[src/rtl/mc97_tx_feeder.sv]
// MC97 TX feeder: pops one sample from the TX FIFO per frame request and presents it as a
// tagged 20-bit slot word, with prefill, underrun accounting and drain-on-stop.
//
// state    | meaning
// ---------+------------------------------------------------------------
// IDLE     | stream stopped; FIFO drained via fifo_flush
// PREFILL  | waiting for fifo_lvl >= ctl_thresh
// RUN      | one pop per frm_req; empty FIFO on a frame -> UNDERRUN
// UNDERRUN | single-cycle marker after an underrun, returns to PREFILL
module mc97_tx_feeder #(
  parameter int LVL_W     = 9,
  parameter int CNT_W     = 16,
  parameter int HOLD_LAST = 0
) (
  input  logic             clk,
  input  logic             rst_n,
  input  logic [15:0]      fifo_data,
  input  logic             fifo_empty,
  input  logic [LVL_W-1:0] fifo_lvl,
  output logic             fifo_re,
  output logic             fifo_flush,
  input  logic             frm_req,
  output logic [19:0]      slot_data,
  output logic             slot_valid,
  input  logic             ctl_run,
  input  logic [LVL_W-1:0] ctl_thresh,
  output logic [CNT_W-1:0] stat_underrun,
  input  logic             stat_underrun_clr,
  output logic [1:0]       stat_state
);

  typedef enum logic [1:0] {
    IDLE     = 2'd0,
    PREFILL  = 2'd1,
    RUN      = 2'd2,
    UNDERRUN = 2'd3
  } state_t;

  state_t      state;
  logic [15:0] last;
  logic        pop;
  logic        urun;
  logic        drain_done;

  assign pop        = frm_req & (state == RUN) & ~fifo_empty & ctl_run;
  assign urun       = frm_req & (state == RUN) &  fifo_empty & ctl_run;
  assign fifo_re    = pop;
  assign stat_state = state;

  // The FIFO drops one word per flush cycle; stop on the cycle that removes the last word
  // so flush does not linger for a cycle against an already-empty FIFO.
  assign drain_done = fifo_flush & (fifo_lvl == LVL_W'(1));

  always_ff @(posedge clk or negedge rst_n) begin
    if (!rst_n) begin
      state      <= IDLE;
      fifo_flush <= 1'b0;
    end else begin
      fifo_flush <= 1'b0;
      if (!ctl_run) begin
        state      <= IDLE;
        fifo_flush <= ~fifo_empty & ~drain_done;
      end else begin
        case (state)
          IDLE:     state <= PREFILL;
          PREFILL:  if (fifo_lvl >= ctl_thresh) state <= RUN;
          RUN:      if (urun) state <= UNDERRUN;
          UNDERRUN: state <= PREFILL;
          default:  state <= IDLE;
        endcase
      end
    end
  end

  always_ff @(posedge clk or negedge rst_n) begin
    if (!rst_n) begin
      slot_data  <= 20'h0;
      slot_valid <= 1'b0;
      last       <= 16'h0;
    end else if (frm_req) begin
      if (pop) begin
        slot_data  <= {fifo_data, 4'h0};
        slot_valid <= 1'b1;
        last       <= fifo_data;
      end else if (urun) begin
        slot_data  <= (HOLD_LAST != 0) ? {last, 4'h0} : 20'h0;
        slot_valid <= 1'b0;
      end else begin
        slot_data  <= 20'h0;
        slot_valid <= 1'b0;
      end
    end
  end

  always_ff @(posedge clk or negedge rst_n) begin
    if (!rst_n) begin
      stat_underrun <= '0;
    end else if (stat_underrun_clr) begin
      stat_underrun <= '0;
    end else if (urun && (stat_underrun != {CNT_W{1'b1}})) begin
      stat_underrun <= stat_underrun + CNT_W'(1);
    end
  end

endmodule

[config.mk]
export PLATFORM = sky130hd
export DESIGN_NAME = mc97_tx_feeder
export DESIGN_NICKNAME = d
export VERILOG_FILES = /design/src/rtl/mc97_tx_feeder.sv
export SDC_FILE = /design/constraint.sdc
export NUM_CORES = 1
export LEC_CHECK = 0
export BUFFER_PORTS_ARGS = -buffer_cell sky130_fd_sc_hd__buf_2
export CAP_MARGIN = 20
export CORE_MARGIN = 2
export CORE_UTILIZATION = 45
export CTS_CLUSTER_DIAMETER = 200
export DETAILED_ROUTE_END_ITERATION = 7
export PLACE_DENSITY = 0.73
export SLEW_MARGIN = 20
export SYNTH_ARGS = -nofsm -noshare
export SYNTH_HDL_FRONTEND = slang
export SYNTH_SLANG_ARGS = --single-unit
[constraint.sdc]
create_clock -name clk -period 2 [get_ports clk]
set_input_delay 0 -clock clk [delete_from_list [all_inputs] [get_ports clk]]
set_output_delay 0 -clock clk [all_outputs]
set_load 0.1 [all_outputs]
==> flow_metrics.env <==
export IMPL_syn2layout_area_growth_pct=36.3
export IMPL_synth_area_um2=2010
export IMPL_crit_slowest_cell="dfrtp_2"
export IMPL_core_area_um2=4320
export IMPL_max_stage_delay_ps=440
export IMPL_finalCriticalPeriod_ps=1850
export IMPL_yosys_register_bits=36
export IMPL_synth_warnings=0
export IMPL_remaining_drc_errors=0
export IMPL_status="complete, no violations"
export IMPL_wire_per_inst_um=13.2
export IMPL_power_density_nw_per_um2=743
export IMPL_synth_edf_count=0
export IMPL_wl_met1_um=1980
export IMPL_cts_tree="yes"
export IMPL_dp_hpwl_um=3270
export IMPL_nets=349
export IMPL_via_count=1809
export IMPL_viasPerCell=5.18
export IMPL_rr_worst_depth=7
export IMPL_cp_arrival_ps=2010
export IMPL_path_depth=7
export IMPL_crit_path_start_kind="flip-flop"
export IMPL_drive_above_1_share=0.387
export IMPL_ys_seq_area_frac=0.448
export IMPL_post_cts_buffers=0
export IMPL_required_ps=2160
export IMPL_crit_buf_inv=1
export IMPL_antennaDiodeCount=0
export IMPL_grt_pass1_vias=1793
export IMPL_clockBufferDepth=2
export IMPL_clk_pin_slew_ps=70
export IMPL_cts_buffers=5
export IMPL_setup_viol=0
export IMPL_cts_sinks=36
export IMPL_hold_viol=0
export IMPL_place_gp_congestion=0.839
export IMPL_cts_root_buf="clkbuf_8"
export IMPL_synthFlopType="dfrtp_1"
export IMPL_tightestPinTransition_ps=771
export IMPL_postSynthAreaPerCell_um2=10.1
export IMPL_wl_um=4590
export IMPL_peakVddDrop_mv=0.499
export IMPL_relSlewSlack=0.486
export IMPL_grtUsageTotal=0.196
export IMPL_hold_depth=2
export IMPL_synthCells=199
export IMPL_pin_count=81
export IMPL_crit_chain="inv_1 -> ha_1 -> nand2_1 -> a21oi_1 -> nor2_1 -> a221o_1 -> a311o_1"
export IMPL_cp_top_family="compound AO/OA/AOI/OAI gates"
export IMPL_synthTopCellsByArea="dfrtp_1, ha_1, a22o_1"
export IMPL_n_fill_cell=374
export IMPL_dieArea_um2=5020
export IMPL_rsz0062_at_grt="no"
export IMPL_p_leak_nw=1.36
export IMPL_cts_max_level=2
export IMPL_path_class="flip-flop to flip-flop"
export IMPL_dr_wl_met3_um=228
export IMPL_dr_pass1_iters=4
export IMPL_die_h_um=70.9
export IMPL_grt_max_degree=37
export IMPL_antenna_found_initial=0
export IMPL_clk_latency_ps=280
export IMPL_worst_setup_path_end_kind="flip-flop"
export IMPL_drv_cap=0
export IMPL_synth_common_cells="dfrtp_1, nor2_1, a22o_1, ha_1, inv_1"
export IMPL_synthMostInstantiatedCell="dfrtp_1"
export IMPL_slew_violations=0
export IMPL_fmax_ghz=0.541
export IMPL_hp_class="primary input to flip-flop"
export IMPL_finalCritPeriodShare=0.924
export IMPL_fp_row_count=24
export IMPL_finalPower_mw=2.04
export IMPL_hold_slack_ps=89.2
export IMPL_start_util=0.465
export IMPL_drt_iter0_drc=82
export IMPL_met2_length_um=2340
export IMPL_async_reset_ff_frac=1.00
export IMPL_io_buffers=76
export IMPL_finClkSkew_ps=3.29
export IMPL_detail_route_antenna_nets=0
export IMPL_die_width_um=70.9
export IMPL_tns_ps=0
export IMPL_grt_pass1_wl_um=7850
export IMPL_cp_max_fo=6
export IMPL_yosysTopAreaCell="dfrtp_1"
export IMPL_synth_top_area_share=0.448
export IMPL_gr_total_overflow=0
export IMPL_highest_layer="met4"
export IMPL_synth_cell_types=48
==> stage by stage <==
stage,instance area (µm²),utilization,instances,setup WS (ps)
CTS,2740,0.634,349,111
global placement,2460,0.568,322,154
detailed placement,2460,0.568,322,122
finish,2740,0.634,349,152
floorplan,2050,-,202,12.8
global route,2740,0.634,349,31.4
==> where the power goes <==
group          internal (mW)  total, mW  switching [mW]
logic                  0.187      0.699           0.512
registers              0.775      0.813          0.0380
clock network          0.280      0.524           0.245
total                   1.24       2.04           0.795
==> layout by cell type, fill, tap and decap left out, types with 2 or more instances in the layout <==
cell type,netlist,routed
buf_2,1,75
nor2_1,21,21
dfrtp_1,36,19
dlygate4sd3_1,0,19
a22o_1,16,16
dfrtp_2,0,16
ha_1,13,13
inv_1,11,11
nand2_1,10,10
a21oi_1,10,10
nand3_1,8,8
nor3_1,8,8
xnor2_1,6,6
clkbuf_8,0,6
xor2_1,4,4
conb_1,1,4
nor4_1,3,3
nand4_1,3,3
and2_1,3,3
nor2b_1,3,3
and4_2,1,2
nor4_2,2,2
or2_2,2,2
o21ai_0,2,2
o211ai_1,2,2
a221o_1,2,2
a311o_1,2,2
==> sequential cells by signal, summed over array words and instances, names as in the netlist <==
name	flops
stat_state	2
slot_data	16
fifo_flush	1
stat_underrun	16
slot_valid	1
==> worst paths after layout <==
path	from	end	slack, ps
min reg2reg	slot_valid	slot_valid	490
max	stat_state[0]	stat_state[0]	150
min	stat_underrun_clr	stat_underrun[3]	90
max in group asynchronous	rst_n	stat_state[1]	1090
max reg2reg	stat_state[0]	stat_state[0]	150
min in group asynchronous	rst_n	fifo_flush	330
==> repair_timing <==
item / in CTS / in global routing
hold buffers: 19 / 0
endpoints found under the setup margin: 0 / 1
hold endpoints to repair: 53 / 0
gates resized for setup: 0 / 1
==> cell type report <==
type	count	area, µm²	area share
Clock buffer	7	86.3	0.0315
Inverter	12	45.0	0.0164
Clock inverter	1	7.51	0.00274
Timing Repair Buffer	96	593	0.216
Multi-Input combinational cell	145	1020	0.372
Tap cell	52	65.1	0.0237
Sequential cell	36	925	0.337
==> kinds of logic (layout without fill, tap and decap cells) <==
kind of cell             after synthesis  after routing  synth area share
XOR/XNOR                              10             10            0.0435
AND/OR/NAND/NOR                       76             76             0.211
buffers and inverters                 21            116            0.0510
other                                  1              4           0.00186
multiplexers                           1              1           0.00498
adder cells (fa/ha/maj)               13             13            0.0808
flip-flops                            36             36             0.448
AO/OA/AOI/OAI                         41             41             0.159
==> per-layer routing <==
| layer | vias up | track usage |
|---|---|---|
| met5 | - | 0 |
| li1 | 904 | - |
| met2 | 49 | 0.336 |
| met4 | 0 | 0.0503 |
| met3 | 4 | 0.0598 |
| met1 | 852 | 0.240 |
No activity file was read; power rests on OpenSTA's default activity.
